File: config.mk
export PLATFORM = sky130hd
export DESIGN_NAME = gsense_scan_sequencer
export DESIGN_NICKNAME = d
export VERILOG_FILES = /design/src/rtl/gsense_scan_sequencer.sv
export SDC_FILE = /design/constraint.sdc
export NUM_CORES = 1
export LEC_CHECK = 0
export CAP_MARGIN = 30
export CORE_ASPECT_RATIO = 1.5
export CORE_MARGIN = 2
export CORE_UTILIZATION = 45
export DETAILED_ROUTE_END_ITERATION = 10
export HOLD_SLACK_MARGIN = 0.08
export PLACE_DENSITY = 0.65
export SYNTH_ARGS = -nofsm -noshare
export SYNTH_HDL_FRONTEND = slang
export SYNTH_SLANG_ARGS = --single-unit
File: constraint.sdc
create_clock -name wb_clk_i -period 8.15 [get_ports wb_clk_i]
set_input_delay 1.2225 -clock wb_clk_i [delete_from_list [all_inputs] [get_ports wb_clk_i]]
set_output_delay 1.2225 -clock wb_clk_i [all_outputs]
set_load 0.05 [all_outputs]
File: src/rtl/gsense_scan_sequencer.sv
// Wishbone-configured scan sequencer for the nFET sensor array: selects each masked
// channel, waits a settle time, then counts oscillator rising edges over a gate window.
module gsense_scan_sequencer #(
  parameter int unsigned N_CH        = 8,
  parameter int unsigned CNT_W       = 24,
  parameter int unsigned SYNC_STAGES = 2
) (
  input  logic            wb_clk_i,
  input  logic            wb_rst_i,
  input  logic            wbs_cyc_i,
  input  logic            wbs_stb_i,
  input  logic            wbs_we_i,
  input  logic [3:0]      wbs_sel_i,
  input  logic [31:0]     wbs_adr_i,
  input  logic [31:0]     wbs_dat_i,
  output logic            wbs_ack_o,
  output logic [31:0]     wbs_dat_o,
  input  logic            sens_in,
  output logic [N_CH-1:0] ch_sel_o,
  output logic [N_CH-1:0] ch_oeb_o,
  output logic            irq_o
);

  localparam int unsigned IDX_W = 3;
  localparam logic [3:0] ADR_CTRL   = 4'h0;
  localparam logic [3:0] ADR_STATUS = 4'h1;
  localparam logic [3:0] ADR_CHMASK = 4'h2;
  localparam logic [3:0] ADR_SETTLE = 4'h3;
  localparam logic [3:0] ADR_GATE   = 4'h4;

  typedef enum logic [2:0] {
    S_IDLE,
    S_SELECT,
    S_SETTLE,
    S_GATE,
    S_STORE,
    S_DONE
  } state_e;

  // Bus-side registers
  logic              ack_q;
  logic [31:0]       dat_q;
  logic              cont_q;
  logic              irq_en_q;
  logic              done_q;
  logic              irq_q;
  logic [N_CH-1:0]   chmask_q;
  logic [15:0]       settle_q;
  logic [15:0]       gate_q;

  // Scan engine registers
  state_e            state_q;
  logic [IDX_W-1:0]  ch_idx_q;
  logic [N_CH-1:0]   sh_mask_q;
  logic [15:0]       sh_settle_q;
  logic [15:0]       sh_gate_q;
  logic [15:0]       tmr_q;
  logic [CNT_W-1:0]  cnt_q;
  logic [N_CH-1:0]   ch_sel_q;
  logic [CNT_W-1:0]  res_q [N_CH];

  logic [SYNC_STAGES-1:0] sync_q;
  logic                   sync_prev_q;

  logic              wb_req_c;
  logic              wr_en_c;
  logic [3:0]        adr_c;
  logic              start_c;
  logic              abort_c;
  logic              done_clr_c;
  logic              done_d;
  logic              irq_en_d;
  logic              edge_c;
  logic              busy_c;
  logic [31:0]       rdata_c;
  logic [15:0]       gate_len_c;
  logic              sel_found_c;
  logic [IDX_W-1:0]  sel_idx_c;
  logic              unused_ok;

  assign unused_ok = ^{wbs_sel_i, wbs_adr_i, wbs_dat_i};

  assign wb_req_c   = wbs_cyc_i & wbs_stb_i & ~ack_q;
  assign wr_en_c    = wb_req_c & wbs_we_i;
  assign adr_c      = wbs_adr_i[5:2];
  // ABORT in the same CTRL write suppresses START
  assign abort_c    = wr_en_c && (adr_c == ADR_CTRL) && wbs_dat_i[3];
  assign start_c    = wr_en_c && (adr_c == ADR_CTRL) && wbs_dat_i[0] && !wbs_dat_i[3];
  assign done_clr_c = wr_en_c && (adr_c == ADR_STATUS) && wbs_dat_i[1];
  assign irq_en_d   = (wr_en_c && (adr_c == ADR_CTRL)) ? wbs_dat_i[2] : irq_en_q;
  assign done_d     = ((state_q == S_DONE) && !abort_c) | (done_q & ~done_clr_c);
  assign busy_c     = (state_q != S_IDLE);
  assign gate_len_c = (sh_gate_q == 16'd0) ? 16'd1 : sh_gate_q;

  // Oscillator synchronizer and rising-edge detector
  always_ff @(posedge wb_clk_i) begin
    if (wb_rst_i) begin
      sync_q      <= '0;
      sync_prev_q <= 1'b0;
    end else begin
      sync_q      <= {sync_q[SYNC_STAGES-2:0], sens_in};
      sync_prev_q <= sync_q[SYNC_STAGES-1];
    end
  end

  assign edge_c = sync_q[SYNC_STAGES-1] & ~sync_prev_q;

  // Lowest enabled channel at or above the current index
  always_comb begin
    sel_found_c = 1'b0;
    sel_idx_c   = '0;
    for (int unsigned i = 0; i < N_CH; i++) begin
      if (!sel_found_c && sh_mask_q[i] && (i >= 32'(ch_idx_q))) begin
        sel_found_c = 1'b1;
        sel_idx_c   = IDX_W'(i);
      end
    end
  end

  // Read mux
  always_comb begin
    rdata_c = '0;
    case (adr_c)
      ADR_CTRL:   rdata_c = {28'd0, 1'b0, irq_en_q, cont_q, 1'b0};
      ADR_STATUS: rdata_c = {25'd0, ch_idx_q, 2'b00, done_q, busy_c};
      ADR_CHMASK: rdata_c = 32'(chmask_q);
      ADR_SETTLE: rdata_c = {16'd0, settle_q};
      ADR_GATE:   rdata_c = {16'd0, gate_q};
      default: begin
        if (adr_c[3] && (32'(adr_c[2:0]) < N_CH)) begin
          rdata_c = 32'(res_q[adr_c[2:0]]);
        end
      end
    endcase
  end

  // Wishbone slave and configuration registers
  always_ff @(posedge wb_clk_i) begin
    if (wb_rst_i) begin
      ack_q    <= 1'b0;
      dat_q    <= '0;
      cont_q   <= 1'b0;
      irq_en_q <= 1'b0;
      chmask_q <= '0;
      settle_q <= '0;
      gate_q   <= '0;
      done_q   <= 1'b0;
      irq_q    <= 1'b0;
    end else begin
      ack_q  <= wb_req_c;
      dat_q  <= (wb_req_c && !wbs_we_i) ? rdata_c : '0;
      done_q <= done_d;
      irq_q  <= done_d & irq_en_d;
      if (wr_en_c) begin
        case (adr_c)
          ADR_CTRL: begin
            cont_q   <= wbs_dat_i[1];
            irq_en_q <= wbs_dat_i[2];
          end
          ADR_CHMASK: chmask_q <= wbs_dat_i[N_CH-1:0];
          ADR_SETTLE: settle_q <= wbs_dat_i[15:0];
          ADR_GATE:   gate_q   <= wbs_dat_i[15:0];
          default: ;
        endcase
      end
    end
  end

  // Scan FSM; shadows decouple the running scan from register writes
  always_ff @(posedge wb_clk_i) begin
    if (wb_rst_i) begin
      state_q     <= S_IDLE;
      ch_idx_q    <= '0;
      sh_mask_q   <= '0;
      sh_settle_q <= '0;
      sh_gate_q   <= '0;
      tmr_q       <= '0;
      cnt_q       <= '0;
      ch_sel_q    <= '0;
      for (int unsigned i = 0; i < N_CH; i++) begin
        res_q[i] <= '0;
      end
    end else if (abort_c) begin
      state_q  <= S_IDLE;
      ch_sel_q <= '0;
      cnt_q    <= '0;
      tmr_q    <= '0;
    end else begin
      case (state_q)
        S_IDLE: begin
          if (start_c) begin
            sh_mask_q   <= chmask_q;
            sh_settle_q <= settle_q;
            sh_gate_q   <= gate_q;
            ch_idx_q    <= '0;
            state_q     <= S_SELECT;
          end
        end
        S_SELECT: begin
          if (sel_found_c) begin
            ch_idx_q <= sel_idx_c;
            ch_sel_q <= N_CH'(1) << sel_idx_c;
            if (sh_settle_q == 16'd0) begin
              tmr_q   <= gate_len_c - 16'd1;
              state_q <= S_GATE;
            end else begin
              tmr_q   <= sh_settle_q - 16'd1;
              state_q <= S_SETTLE;
            end
          end else begin
            state_q <= S_DONE;
          end
        end
        S_SETTLE: begin
          if (tmr_q == 16'd0) begin
            tmr_q   <= gate_len_c - 16'd1;
            state_q <= S_GATE;
          end else begin
            tmr_q <= tmr_q - 16'd1;
          end
        end
        S_GATE: begin
          // Saturating edge count
          if (edge_c && (cnt_q != {CNT_W{1'b1}})) begin
            cnt_q <= cnt_q + CNT_W'(1);
          end
          if (tmr_q == 16'd0) begin
            ch_sel_q <= '0;
            state_q  <= S_STORE;
          end else begin
            tmr_q <= tmr_q - 16'd1;
          end
        end
        S_STORE: begin
          res_q[ch_idx_q] <= cnt_q;
          cnt_q           <= '0;
          if (ch_idx_q == IDX_W'(N_CH - 1)) begin
            state_q <= S_DONE;
          end else begin
            ch_idx_q <= ch_idx_q + IDX_W'(1);
            state_q  <= S_SELECT;
          end
        end
        S_DONE: begin
          if (cont_q) begin
            sh_mask_q   <= chmask_q;
            sh_settle_q <= settle_q;
            sh_gate_q   <= gate_q;
            ch_idx_q    <= '0;
            state_q     <= S_SELECT;
          end else begin
            state_q <= S_IDLE;
          end
        end
        default: state_q <= S_IDLE;
      endcase
    end
  end

  assign wbs_ack_o = ack_q;
  assign wbs_dat_o = dat_q;
  assign ch_sel_o  = ch_sel_q;
  assign ch_oeb_o  = '0;
  assign irq_o     = irq_q;

endmodule

==> metrics.txt, run 1 <==
hold_ws=about 450 ps; Area growth syn-to-layout=12.27%; fin crit share=64.88%; Setup CP Type=in2reg; Syn Inst Count=1530; Worst R2R Start=wbs_ack_o; hold_buf cts=0; Tot Pwr=between 3 and 4 mW; # DRC=0; Static Leak=6.446 nW; number of buffers created by CTS=35; leading area contributor after synthesis=edfxtp_1; die area=38160 sq um; root buffer cell=clkbuf_16; # setup viols final=0; met3 wire length=1.642 mm; share of cells above drive strength 1=10.83%; DR iter-0 viols=736; Max Clk Rate=189.1 MHz; Die X=160.2 um; Slew @ Worst Pin=roughly 1000 ps; antenna-violating nets left=0; register area share after synthesis=between 50 and 60%; Port-buffer cells=59; first-pass GRT wire length=65.30 mm; flop2flop setup slack=between 4000 and 5000 ps; Crit path arrival time=5430 ps; Syn Area/Cell=10.76 sq um; highest routed layer=met5; dpl cell area=17330 sq um; Post-synth EDFFs=between 150 and 200; Final Skew=12.26 ps; Seq cells post-synth=358; Placed Cells=approximately 2.0k; Core Area=35950 sq um; Yosys warnings=0; DIE HEIGHT=238.3 um; Starting Density=45.80%; most common cell in the netlist=nand2_1; Antenna Diode Count=0; CP max FO=29; Max clock buf depth=3; unrepaired setup endpoints after global routing=no; Slew HR=32.01%; largest net degree at the start of global routing=88; met2 routed wirelength=roughly 23 mm; combinational share of power=4.7%; fillers=3251; wire per inst=between 20 and 25 um; cell area after layout=18480 sq um; Synth area leaders=edfxtp_1, dfxtp_1, and2_1; routed via count=11.53k; Hold WC Path Type=reg2reg; post-layout minimum cycle time=5288 ps; Worst-Skew Late Latency=around 520 ps; # resized after CTS=0; Post-CTS Setup Inserts=0; switch share=21.60%; top_reg_cell synth=edfxtp_1; Reg power frac=51.8%; Total Routing Usage GR=22.21%; Net Switching=812.0 uW; status=finished, final reports clean; Top Ports=124; nature of the critical path endpoint=flip-flop; drt first pass iters=6; final hold violations=0; Worst Setup EP=res_q[1][18]; worst setup path start=wbs_adr_i[4]; mapped cell area=16460 sq um; maximum ir drop on the vdd rail=0.1875 mV; Max H-tree Level=2; vias in the first global route=11.66k; clock network power share=a little over two fifths; R2R depth=8; Routed WL=42.17 mm; Layout Cells excl Fill=about 2k; fin nets=1616; final setup TNS=0 ps; clk sinks=358; r2r endpoint=res_q[1][18]; Worst setup SP type=input port; asr flop ratio synth=0%; max cap viols=0; antenna violations before repair=1; CTS tree=built; post-synth top area share=35.02%; FP Rows=85; clock slew at reported path FFs=60 ps; GRT Residual Overflow=0; internal power=2.947 mW; Detailed Place HPWL=27.70 mm; drt via density=between 5 and 6; gpl congestion=0.8762; Metal-1 WL=15.97 mm; Final Max Tran Viols=0; synth unique cells=approximately 70; PD cells=203.4 nW/um^2; Post-synth top cells=nand2_1, edfxtp_1, and2_1; CP required=around 8300 ps
[layout by cell type, fill, tap and decap left out, types with 12 or more instances in the layout]
cell,n
o21ai_0,19
o21ai_1,12
mux4_2,48
xnor2_1,19
clkdlybuf4s50_1,56
nand3_1,21
edfxtp_1,192
nand4_1,13
nor2_1,107
nand2_1,200
conb_1,16
dfxtp_1,166
a21oi_1,116
a22oi_1,12
nor4_1,23
mux2i_1,19
nor3_1,33
buf_4,23
inv_1,12
a222oi_1,12
and2_1,184
clkbuf_16,37
mux2_2,15
or3_1,18
xor2_1,25
[kinds of logic (layout without fill, tap and decap cells)]
logic type	after synthesis	after routing	synth area share (%)
flops	358	358	55.21
simple gates	657	657	20.41
xor+xnor	44	44	2.341
fa+ha+maj	8	8	0.6080
other cells	1	16	0.02278
mux	84	84	8.975
compound gates	235	235	8.733
buf+inv	143	158	3.701
[through the flow]
| step | util [%] | setup slack [ps] |
|---|---|---|
| CTS | 51.42 | 2910 |
| finish | 51.42 | 2862 |
| floorplan | - | 4671 |
| global placement | 48.20 | 2425 |
| global route | 51.42 | 2664 |
| detailed placement | 48.20 | 2367 |
[sequential cells by signal, summed over array words and instances (netlist names), 2 cells and up]
signal and count:
res_q 192, cnt_q 24, wbs_dat_o 24, gate_q 16, settle_q 16, sh_gate_q 16, sh_settle_q 16, tmr_q 16
ch_sel_o 8, chmask_q 8, sh_mask_q 8, ch_idx_q 3, state_q 3, sync_q 2
[critical path, stage by stage]
cell and delay (ps):
clkdlybuf4s50_1 460, buf_4 490, nor2_1 180, and3_1 330, nand2_1 160, nand2b_1 560, or3_1 780, nor2_1 170
buf_4 330, or2_2 710
[per-layer routing]
layer | GRT usage (%) | vias up
met5 | 0 | -
met4 | 11.06 | 2
met1 | 24.12 | 5630
li1 | - | 5453
met3 | 2.833 | 107
met2 | 42.23 | 336
[worst min path at each step]
stage	start	to	slack, ps	cells past startpoint
global route	sync_q[0]	sync_q[1]	470	1
CTS	sync_q[0]	sync_q[1]	450	1
detailed placement	sync_q[0]	sync_q[1]	440	1
global placement	sync_q[0]	sync_q[1]	420	1
finish	sync_q[0]	sync_q[1]	450	1
floorplan	sync_q[0]	sync_q[1]	410	1
[area by class of cell]
cell class | instances | area, sq um | share of cell area [%]
flip-flops and latches | 358 | 9089 | 49.17
multi-input cells | 1044 | 6844 | 37.03
clock buffers | 47 | 1023 | 5.538
repair buffers | 80 | 738.2 | 3.994
well taps | 478 | 598.1 | 3.236
clock inverters | 16 | 133.9 | 0.7243
inverters | 15 | 56.30 | 0.3046
[power by group through the flow]
stage,registers [mW],clock network (mW),logic (mW)
6_report,1.95,1.64,0.176
5_1_grt,1.95,1.73,0.187
4_1_cts,1.95,1.66,0.178
3_5_place_dp,1.99,0,0.177
3_3_place_gp,1.98,0,0.176
2_1_floorplan,1.98,0,0.121
(Power assumes the default switching activity.)
==> run 2: changes to the inputs <==
PLACE_DENSITY = 0.67   (was 0.65)
clock period = 4.63 ns   (was 8.15 ns; I/O delays follow)
==> metrics.txt, run 2 (synthesized netlist as in run 1, its figures left out) <==
status=finished, final reports clean (unchanged); vias in the first global route=11.55k (was 11.66k); cell area after layout=18510 sq um (was 18480 sq um); most frequent cells in the layout=nand2_1, edfxtp_1, and2_1 (unchanged); share of cells above drive strength 1=10.92% (was 10.83%); Antenna Diode Count=0 (unchanged); fin crit share=74.39%; # DRC=0 (unchanged); Area growth syn-to-layout=12.46% (was 12.27%); dpl cell area=17360 sq um (was 17330 sq um); root buffer cell=clkbuf_16 (unchanged); R2R depth=9 (was 8); r2r endpoint=tmr_q[15] (was res_q[1][18]); post-layout minimum cycle time=3444 ps; maximum ir drop on the vdd rail=0.2675 mV (was 0.1875 mV); DR iter-0 viols=763 (was 736); final hold violations=0 (unchanged); Static Leak=6.463 nW (was 6.446 nW); CTS tree=built (unchanged); nature of the critical path endpoint=flip-flop (unchanged); Routed WL=42.17 mm (about the same); DIE HEIGHT=238.3 um (unchanged); Largest Register=res_q (unchanged); Core Area=35950 sq um (unchanged); CP required=5020 ps (was 8300 ps); number of buffers created by CTS=36 (was 35); Hold WC Path Type=reg2reg (unchanged); clock slew at reported path FFs=60 ps (about the same); Post-CTS Setup Inserts=0 (unchanged); antenna-violating nets left=0 (unchanged); clk sinks=358 (unchanged); leading cell type in the layout, fill and taps excluded=nand2_1 (unchanged); PD cells=355.1 nW/um^2 (was 203.4 nW/um^2); drt first pass iters=5 (was 6); largest net degree at the start of global routing=68 (was 88); CP max FO=21 (was 29); worst setup path start=ch_idx_q[0] (was wbs_adr_i[4]); fin nets=1622 (was 1616); fillers=3214 (was 3251); final setup TNS=0 ps (unchanged); Max clock buf depth=3 (unchanged); Final Max Tran Viols=0 (unchanged); # resized after CTS=0 (unchanged); GRT Residual Overflow=0 (unchanged); Slew HR=35.89% (was 32.01%); wire per inst=20.63 um (was 20.69 um); Final Skew=25.35 ps (was 12.26 ps); Total Routing Usage GR=22.15% (was 22.21%); # setup viols final=0 (unchanged); Setup CP Type=reg2reg (was in2reg); Worst-Skew Late Latency=550 ps (was 520 ps); Die X=160.2 um (unchanged); max cap viols=0 (unchanged); flop2flop setup slack=1190 ps (was 4100 ps); unrepaired setup endpoints after global routing=no (unchanged); die area=38160 sq um (unchanged); Crit path arrival time=3830 ps (was 5430 ps); Slew @ Worst Pin=961.1 ps (was 1020 ps); hold_ws=439.6 ps (was 452.3 ps); Max H-tree Level=2 (unchanged); Starting Density=45.80% (unchanged); Worst setup SP type=flip-flop (was input port); Worst R2R Start=ch_idx_q[0] (was wbs_ack_o); gpl congestion=0.9081 (was 0.8762); FP Rows=85 (unchanged); max FFs per register=192 (unchanged); hold_buf cts=0 (unchanged); first-pass GRT wire length=65.20 mm (was 65.30 mm); Detailed Place HPWL=27.67 mm (was 27.70 mm); Port-buffer cells=59 (unchanged); routed via count=11.61k (was 11.53k); drt via density=5.681 (was 5.657); Top Ports=124 (unchanged); Max Clk Rate=~290 MHz; antenna violations before repair=0 (was 1); Worst Setup EP=tmr_q[15] (was res_q[1][18])
-- run 2: changes by cell type in the layout (fill, tap and decap cells not counted), sizes merged --
cell / previous run / this run
buf: 24 / 29
clkbuf: 47 / 51
clkinv: 13 / 11
bufinv: 2 / 1
clkinvlp: 1 / 0
inv: 15 / 16
-- run 2: where the power goes --
group,internal [mW],switching [mW]
logic,0.117,0.200
clock network,1.61,1.22
registers,3.41,0.0195
total,5.14,1.44
-- run 2: layout make-up --
cell class	count	area [sq um]	share of cell area, %
clock inverter	13	101.3	0.5474
tap	478	598.1	3.230
clock buffer	51	1030	5.562
multi-input combinational	1044	6844	36.97
sequential	358	9089	49.09
inverter	15	56.30	0.3041
timing repair buffer	85	795.8	4.298
-- run 2: metrics by stage --
step           utilization, %  cells  worst slack, ps  total power, mW
2_1_floorplan               -   1545             1679            3.706
3_3_place_gp            48.28   1979            797.0            3.804
3_5_place_dp            48.28   1979            739.4            3.810
4_1_cts                 51.43   2043             1258            6.612
5_1_grt                 51.50   2044            993.4            6.749
6_report                51.50   2044             1186            6.573
-- run 2: critical path, cell delays in order, from the launching register on --
cell and delay (ps):
dfxtp_1 920, inv_1 240, ha_1 310, nand2_1 70
a31oi_1 200, o21bai_1 350, o21ai_1 300, nand2_1 480
o21ai_0 340, a21oi_1 60
-- run 2: worst min path at each step --
| stage | from | endpoint | slack [ps] | cells after the start |
|---|---|---|---|---|
| after floorplan | sync_q[0] | sync_q[1] | 410 | 1 |
| after CTS | sync_q[0] | sync_q[1] | 450 | 1 |
| after global routing | sync_q[0] | sync_q[1] | 480 | 1 |
| after global placement | sync_q[0] | sync_q[1] | 420 | 1 |
| after detailed placement | sync_q[0] | sync_q[1] | 430 | 1 |
| final | sync_q[0] | sync_q[1] | 440 | 1 |
-- run 2: per-layer routing --
metal | track usage, % | share of wire, %
met5 | 0 | 0
met4 | 11.71 | 5.2
met3 | 2.677 | 4.5
met2 | 41.31 | 53
met1 | 24.57 | 37
